$ cat src/rtl/apb_timer_pkg.sv
// Shared register map and CTRL field layout for the APB down-counter timer.
package apb_timer_pkg;

    localparam logic [1:0] REG_CTRL   = 2'd0;
    localparam logic [1:0] REG_LOAD   = 2'd1;
    localparam logic [1:0] REG_VALUE  = 2'd2;
    localparam logic [1:0] REG_STATUS = 2'd3;

    localparam int CTRL_EN     = 0;
    localparam int CTRL_RELOAD = 1;
    localparam int CTRL_IRQ_EN = 2;
    localparam int CTRL_PS_LSB = 8;
    localparam int CTRL_PS_MSB = 15;

    // Assemble the CTRL read word; unused bits read as zero.
    function automatic logic [31:0] pack_ctrl(input logic en, input logic reload,
                                              input logic irq_en, input logic [7:0] ps);
        logic [31:0] word;
        word                          = 32'd0;
        word[CTRL_EN]                 = en;
        word[CTRL_RELOAD]             = reload;
        word[CTRL_IRQ_EN]             = irq_en;
        word[CTRL_PS_MSB:CTRL_PS_LSB] = ps;
        return word;
    endfunction

endpackage

$ cat src/rtl/apb_timer_prescaler.sv
// Tick divider: one-cycle tick every div+1 enabled cycles, restartable from zero.
module apb_timer_prescaler (
    input  logic       hclk,
    input  logic       hreset,
    input  logic       en,
    input  logic       restart,
    input  logic [7:0] div,
    output logic       tick
);

    logic [7:0] cnt_r;

    // >= keeps the divider from wrapping through 255 if div shrinks mid-count.
    assign tick = en && (cnt_r >= div);

    // Enabled-cycle counter, frozen while disabled.
    always_ff @(posedge hclk or posedge hreset) begin
        if (hreset) begin
            cnt_r <= 8'd0;
        end else if (restart || tick) begin
            cnt_r <= 8'd0;
        end else if (en) begin
            cnt_r <= cnt_r + 8'd1;
        end else begin
            cnt_r <= cnt_r;
        end
    end

endmodule

$ cat src/rtl/apb_timer_slave.sv
// Zero-wait-state APB timer slave: programmable down-counter with expiry flag and level irq.
// Optional 8-bit tick prescaler is built when TIMER_PRESCALER_EN is defined.
module apb_timer_slave #(
    parameter int CNT_W    = 32,
    parameter int PSEL_IDX = 0
) (
    input  logic        hclk,
    input  logic        hreset,
    input  logic [2:0]  pselx,
    input  logic        penable,
    input  logic        pwrite,
    input  logic [31:0] paddr,
    input  logic [31:0] pwdata,
    output logic [31:0] prdata,
    output logic        irq
);
    import apb_timer_pkg::*;

    logic             sel_s;
    logic             wr_s;
    logic [1:0]       reg_idx_s;
    logic             wr_ctrl_s;
    logic             wr_load_s;
    logic             wr_status_s;
    logic             tick_s;
    logic             zero_s;
    logic [7:0]       prescale_s;
    logic             en_r;
    logic             reload_r;
    logic             irq_en_r;
    logic             expired_r;
    logic [CNT_W-1:0] load_r;
    logic [CNT_W-1:0] value_r;
    logic [31:0]      load_ext_s;
    logic [31:0]      value_ext_s;
    logic             unused_s;

    assign sel_s       = pselx[PSEL_IDX];
    assign wr_s        = sel_s && penable && pwrite;
    assign reg_idx_s   = paddr[3:2];
    assign wr_ctrl_s   = wr_s && (reg_idx_s == REG_CTRL);
    assign wr_load_s   = wr_s && (reg_idx_s == REG_LOAD);
    assign wr_status_s = wr_s && (reg_idx_s == REG_STATUS);
    assign zero_s      = (value_r == {CNT_W{1'b0}});
    assign irq         = expired_r && irq_en_r;
    assign unused_s    = ^{pselx, paddr, pwdata};

`ifdef TIMER_PRESCALER_EN
    logic       restart_s;
    logic [7:0] prescale_r;

    // Only a 0->1 EN transition restarts the divider; rewriting EN=1 does not.
    assign restart_s  = wr_ctrl_s && pwdata[CTRL_EN] && !en_r;
    assign prescale_s = prescale_r;

    // Prescale divisor field of CTRL.
    always_ff @(posedge hclk or posedge hreset) begin
        if (hreset) begin
            prescale_r <= 8'd0;
        end else if (wr_ctrl_s) begin
            prescale_r <= pwdata[CTRL_PS_MSB:CTRL_PS_LSB];
        end else begin
            prescale_r <= prescale_r;
        end
    end

    apb_timer_prescaler u_prescaler (
        .hclk    (hclk),
        .hreset  (hreset),
        .en      (en_r),
        .restart (restart_s),
        .div     (prescale_r),
        .tick    (tick_s)
    );
`else
    assign prescale_s = 8'd0;
    assign tick_s     = en_r;
`endif

    // CTRL flags; a software write takes precedence over one-shot self-clear of EN.
    always_ff @(posedge hclk or posedge hreset) begin
        if (hreset) begin
            en_r     <= 1'b0;
            reload_r <= 1'b0;
            irq_en_r <= 1'b0;
        end else if (wr_ctrl_s) begin
            en_r     <= pwdata[CTRL_EN];
            reload_r <= pwdata[CTRL_RELOAD];
            irq_en_r <= pwdata[CTRL_IRQ_EN];
        end else if (tick_s && zero_s && !reload_r) begin
            en_r     <= 1'b0;
            reload_r <= reload_r;
            irq_en_r <= irq_en_r;
        end else begin
            en_r     <= en_r;
            reload_r <= reload_r;
            irq_en_r <= irq_en_r;
        end
    end

    // LOAD and the down-counter; a LOAD write overrides a same-edge tick.
    always_ff @(posedge hclk or posedge hreset) begin
        if (hreset) begin
            load_r  <= {CNT_W{1'b0}};
            value_r <= {CNT_W{1'b0}};
        end else if (wr_load_s) begin
            load_r  <= pwdata[CNT_W-1:0];
            value_r <= pwdata[CNT_W-1:0];
        end else if (tick_s) begin
            load_r <= load_r;
            if (!zero_s) begin
                value_r <= value_r - CNT_W'(1);
            end else if (reload_r) begin
                value_r <= load_r;
            end else begin
                value_r <= {CNT_W{1'b0}};
            end
        end else begin
            load_r  <= load_r;
            value_r <= value_r;
        end
    end

    // EXPIRED sticky flag; a same-edge expiry beats the write-1-to-clear.
    always_ff @(posedge hclk or posedge hreset) begin
        if (hreset) begin
            expired_r <= 1'b0;
        end else if (tick_s && zero_s) begin
            expired_r <= 1'b1;
        end else if (wr_status_s && pwdata[0]) begin
            expired_r <= 1'b0;
        end else begin
            expired_r <= expired_r;
        end
    end

    // Zero-extend the CNT_W-wide registers onto the 32-bit read bus.
    always_comb begin
        load_ext_s               = 32'd0;
        value_ext_s              = 32'd0;
        load_ext_s[CNT_W-1:0]    = load_r;
        value_ext_s[CNT_W-1:0]   = value_r;
    end

    // Read mux, live in both setup and access phases of a selected read.
    always_comb begin
        prdata = 32'd0;
        if (sel_s && !pwrite) begin
            case (reg_idx_s)
                REG_CTRL:   prdata = pack_ctrl(en_r, reload_r, irq_en_r, prescale_s);
                REG_LOAD:   prdata = load_ext_s;
                REG_VALUE:  prdata = value_ext_s;
                REG_STATUS: prdata = {31'd0, expired_r};
                default:    prdata = 32'd0;
            endcase
        end else begin
            prdata = 32'd0;
        end
    end

endmodule
$ cat config.mk
export PLATFORM = sky130hd
export DESIGN_NAME = apb_timer_slave
export DESIGN_NICKNAME = d
export VERILOG_FILES = /design/src/rtl/apb_timer_pkg.sv /design/src/rtl/apb_timer_prescaler.sv /design/src/rtl/apb_timer_slave.sv
export SDC_FILE = /design/constraint.sdc
export NUM_CORES = 1
export LEC_CHECK = 0
export ABC_AREA = 1
export CORE_MARGIN = 3
export CORE_UTILIZATION = 41
export DETAILED_ROUTE_END_ITERATION = 10
export PLACE_DENSITY = 0.67
export SLEW_MARGIN = 20
export SYNTH_ARGS = -nofsm -noshare
export SYNTH_HDL_FRONTEND = slang
export SYNTH_SLANG_ARGS = --single-unit
export TNS_END_PERCENT = 100
$ cat constraint.sdc
create_clock -name hclk -period 6.15 [get_ports hclk]
set_input_delay 1.23 -clock hclk [delete_from_list [all_inputs] [get_ports hclk]]
set_output_delay 1.23 -clock hclk [all_outputs]
set_load 0.05 [all_outputs]
==> Yosys cells after proc, flatten, opt, wreduce, memory -nomap -nowiden <==
Index checks and enable logic that the tools add are counted.
{ "word_totals": {"ff_bits": 68, "word_cells": 37, "input_bits": 71} }
{ "classes": {"eq_ne": 3, "add_sub_neg": 1, "n_reduce_logical": 17, "muxes": 10} }
{ "ops": {"columns": ["op", "n"], "rows": [
  ["two-way mux 32 bit", 5],
  ["one-hot mux 32 bit (4 select lines)", 1],
  ["zero test 32 bit", 1],
  ["subtractor 32 x 1 -> 32 bit (second input constant)", 1],
  ["logical AND 1 bit", 10],
  ["nonzero test 2 bit", 3],
  ["== test 2 bit (second input constant)", 2],
  ["two-way mux 1 bit", 4],
  ["== test 2 x 1 -> 1 bit (second input constant)", 1],
  ["zero test 1 bit", 2],
  ["zero test 2 bit", 1]
]} }

==> Longest topological paths before layout <==
{ "logic_depth": {"ltp_word": 6, "ltp_mapped": 14} }

==> Least setup slack after synthesis <==
OpenSTA, ideal clock, no wires.
{ "synth_timing": {"path_kind": "in2out", "from": "input paddr[3]", "to": "output prdata[1]", "required_time_ns": 4.920, "arrival_time_ns": 3.009, "path_stages": 6, "setup_slack_ns": 1.911, "path_cell_list": "inv_1 > nand2_1 > inv_1 > clkbuf_1 > a221oi_1 > a211oi_1"} }
{ "synth_via": {"elab_chain_cells": 3, "word_cells_on_any_way": 6} }
{ "synth_lines": {"columns": ["element", "line", "rtl"], "rows": [
  ["from (decl)", "apb_timer_slave.sv:12", "input logic [31:0] paddr,"],
  ["== test 2 bit (tied with other cells)", "apb_timer_slave.sv:149", "case (reg_idx_s)"],
  ["one-hot mux 32 bit (4 select lines) *", "apb_timer_slave.sv:149", null],
  ["two-way mux 32 bit *", "apb_timer_slave.sv:148", "if (sel_s && !pwrite) begin"],
  ["to (decl)", "apb_timer_slave.sv:14", "output logic [31:0] prdata,"]
]} }
Mark *: on every way between the ends. The rest lies on a longest branch, timed or not.

==> Worst setup path in the final report <==
{ "layout_timing": {"from": "input paddr[2]", "to": "output prdata[1]"} }
Same word-level chain as after synthesis.

==> impl_metrics.env <==
export IMPL_synth_simple_area_share_pct=41.16
export IMPL_cp_start_kind="input pin"
export IMPL_grt_antenna_before_repair=0
export IMPL_grt_util_met3_pct=3.737
export IMPL_final_core_utilization_pct=50.99
export IMPL_slew_headroom_pct=25.77
export IMPL_track_usage_pct=21.54
export IMPL_synth_edf_count=0
export IMPL_synthCells=763
export IMPL_core_area_mm2=0.01156
export IMPL_grt_max_degree=69
export IMPL_grt_pass1_vias=4660
export IMPL_synthAdderAreaFrac_pct=0.5110
export IMPL_cts_setup_buffers=0
export IMPL_die_h_um=115.3
export IMPL_drive_gt1_share_pct=6.545
export IMPL_arrival_ns=3.90
export IMPL_grt_pass1_wl_mm=22.88
export IMPL_yosysSeqAreaShare_pct=34.75
export IMPL_numClockSinks=68
export IMPL_globalplace_congestion=0.9319
export IMPL_clock_skew_ns=0.008259
export IMPL_ys_warn_count=0
export IMPL_syn_area_per_cell_um2=6.418
export IMPL_dpl_worst_slack_ns=1.018
export IMPL_crit_fanout=17
export IMPL_setup_viol=0
export IMPL_post_drt_wl_per_cell_um=14.10
export IMPL_post_cts_resize_count=0
export IMPL_status="complete, no violations"
export IMPL_p_leak_nw=2.802
export IMPL_drt_iter0_markers=245
export IMPL_endpoint="prdata[1]"
export IMPL_syn_nets=836
export IMPL_synth_top_family_by_area="simple AND/OR/NAND/NOR gates"
export IMPL_worstPathRequired_ns=4.92
export IMPL_ant_nets=0
export IMPL_synth_compound_area_share_pct=11.06
export IMPL_busiest_layer="met2"
export IMPL_synth_area_mux_share_pct=0.2299
export IMPL_holdCritPathClass="flip-flop to flip-flop"
export IMPL_hpwl_mm=9.489
export IMPL_cts_buffer_depth=2
export IMPL_grtUsageMet2_pct=33.99
export IMPL_n_antenna_cell=0
export IMPL_fin_cells=968
export IMPL_synthFlopType="dfrtp_1"
export IMPL_hold_viol_final=0
export IMPL_ios=104
export IMPL_via_per_inst=5.060
export IMPL_start_util_pct=42.35
export IMPL_fmax_ghz=0.1951
export IMPL_ys_ff_latch=68
export IMPL_regArea_mm2=0.001702
export IMPL_slew_violations=0
export IMPL_crit_start="paddr[2]"
export IMPL_cts_buffers=9
export IMPL_port_buffers=71
export IMPL_grt_util_met1_pct=30.97
export IMPL_drt_pass1_iterations=5
export IMPL_grt_ovfl_total=0
export IMPL_rsz0062_at_grt="false"
export IMPL_drv_cap=0
export IMPL_finalCritPeriodShare_pct=83.34
export IMPL_area_growth_pct=20.41
export IMPL_dp_cells=953
export IMPL_multi_input_area_mm2=0.002701
export IMPL_timing_rr_start="value_ext_s[0]"
export IMPL_r2r_setup_slack_ns=3.64
export IMPL_synth_cell_types=35
export IMPL_path_clk_slew_ns=0.06
export IMPL_die_area_mm2=0.01329
export IMPL_max_vdd_ir_drop_mv=0.1317
export IMPL_worstMarginPinSlew_ns=1.112
export IMPL_pwr_density_cell_mw_per_mm2=315.7
export IMPL_critPathKind="input pin to primary output"
export IMPL_drcViolationCount=0
export IMPL_finalSetupTns_ns=0
export IMPL_cts_root_buf="clkbuf_16"
export IMPL_die_w_um=115.3
export IMPL_h_tree_depth=3
export IMPL_fill_cells=1177
export IMPL_period_needed_ns=5.125
export IMPL_insertion_delay_ns=0.33
export IMPL_nets=894
export IMPL_cts_tree="done"
export IMPL_setup_ws_ns=1.025
export IMPL_crit_path_end_kind="primary output"
export IMPL_synth_xor_area_share_pct=2.146
export IMPL_wl_mm=13.65
export IMPL_vias=4898
export IMPL_synthArstFlopShare_pct=100.0
export IMPL_reg2reg_depth=13
export IMPL_r2r_end="value_ext_s[9]"
export IMPL_synth_area_mm2=0.004897
export IMPL_rows=39
export IMPL_power_mw=1.862
export IMPL_cts_hold_buf=0
per-stage QoR:
step	instance area [um^2]	hold WS [ns]
final	5897	0.4905
after global routing	5897	0.5106
after CTS	5897	0.4956
after detailed placement	5645	0.4830
after global placement	5645	0.4735
after floorplan	4897	0.4608
worst max-delay path: stages:
cell	delay, ns
clkdlybuf4s50_1	0.55
nand2_1	0.13
inv_1	0.48
buf_4	0.33
a221oi_1	0.10
a211oi_1	0.21
clkdlybuf4s50_1	0.85
kinds of logic (layout without fill, tap and decap cells):
group / count (synthesis) / count (layout)
AOI/OAI and AO/OA: 90 / 90
adders and majority gates: 2 / 2
muxes: 1 / 1
and+or+nand+nor: 478 / 478
buffers and inverters: 112 / 174
DFF: 68 / 68
xor gates and xnor gates: 12 / 12
cells in the final DEF, fill, tap and decap left out, drive strengths merged, types with 2 or more instances in the layout:
master	count
clkinv	3
nand3	36
nand3b	10
o21ai	18
clkdlybuf4s50	71
o21bai	18
clkbuf	12
xor2	11
nor3	2
inv	82
ha	2
dfrtp	68
a21oi	45
a211oi	2
nor2	113
a221oi	2
buf	6
nand2	299
nand4	14
o211ai	3
or2	3
cells in the mapped netlist (all sizes together), types with 3 or more instances:
| master | instances | area [um^2] |
|---|---|---|
| or2 | 3 | 18.77 |
| inv | 82 | 307.8 |
| o211ai | 3 | 22.52 |
| o21ai | 18 | 90.08 |
| nor2 | 113 | 491.7 |
| nand2 | 299 | 1127 |
| buf | 17 | 120.1 |
| nand3b | 10 | 75.07 |
| clkbuf | 13 | 68.82 |
| dfrtp | 68 | 1702 |
| nand3 | 36 | 197.7 |
| o21bai | 18 | 135.1 |
| a21oi | 45 | 247.7 |
| nand4 | 14 | 87.58 |
| xor2 | 11 | 96.34 |
state kept, by name (all words and copies together) (netlist names):
register / cells
expired_r: 1
irq_en_r: 1
en_r: 1
reload_r: 1
value_ext_s: 32
load_ext_s: 32
worst min-delay path by stage:
| stage | startpoint | to | slack, ns | cells after the start |
|---|---|---|---|---|
| 6_report | load_ext_s[27] | load_ext_s[27] | 0.49 | 2 |
| 5_1_grt | load_ext_s[8] | load_ext_s[8] | 0.51 | 2 |
| 4_1_cts | load_ext_s[27] | load_ext_s[27] | 0.50 | 2 |
| 3_5_place_dp | load_ext_s[15] | load_ext_s[15] | 0.48 | 2 |
| 3_3_place_gp | load_ext_s[15] | load_ext_s[15] | 0.47 | 2 |
| 2_1_floorplan | load_ext_s[12] | load_ext_s[12] | 0.46 | 2 |
metal layers:
metal / share of wire [%] / vias to the layer above / wire length, um
met3: 5.0 / 8 / 684
met4: 0.70 / 0 / 96
met2: 47 / 113 / 6351
met5: 0 / - / 0
met1: 48 / 2276 / 6517
li1: - / 2501 / -
where the power goes:
part / internal, mW / switching [mW]
sequential: 0.579 / 0.170
combinational: 0.258 / 0.399
clock: 0.269 / 0.187
total: 1.11 / 0.756
cell type report:
| type | count | share of cell area (%) |
|---|---|---|
| inverter | 82 | 5.220 |
| timing repair buffer | 77 | 12.82 |
| sequential | 68 | 28.86 |
| multi-input combinational | 583 | 45.81 |
| tap | 143 | 3.034 |
| clock buffer | 12 | 4.010 |
| clock inverter | 3 | 0.2546 |
Power figures use the tool's default switching activity.
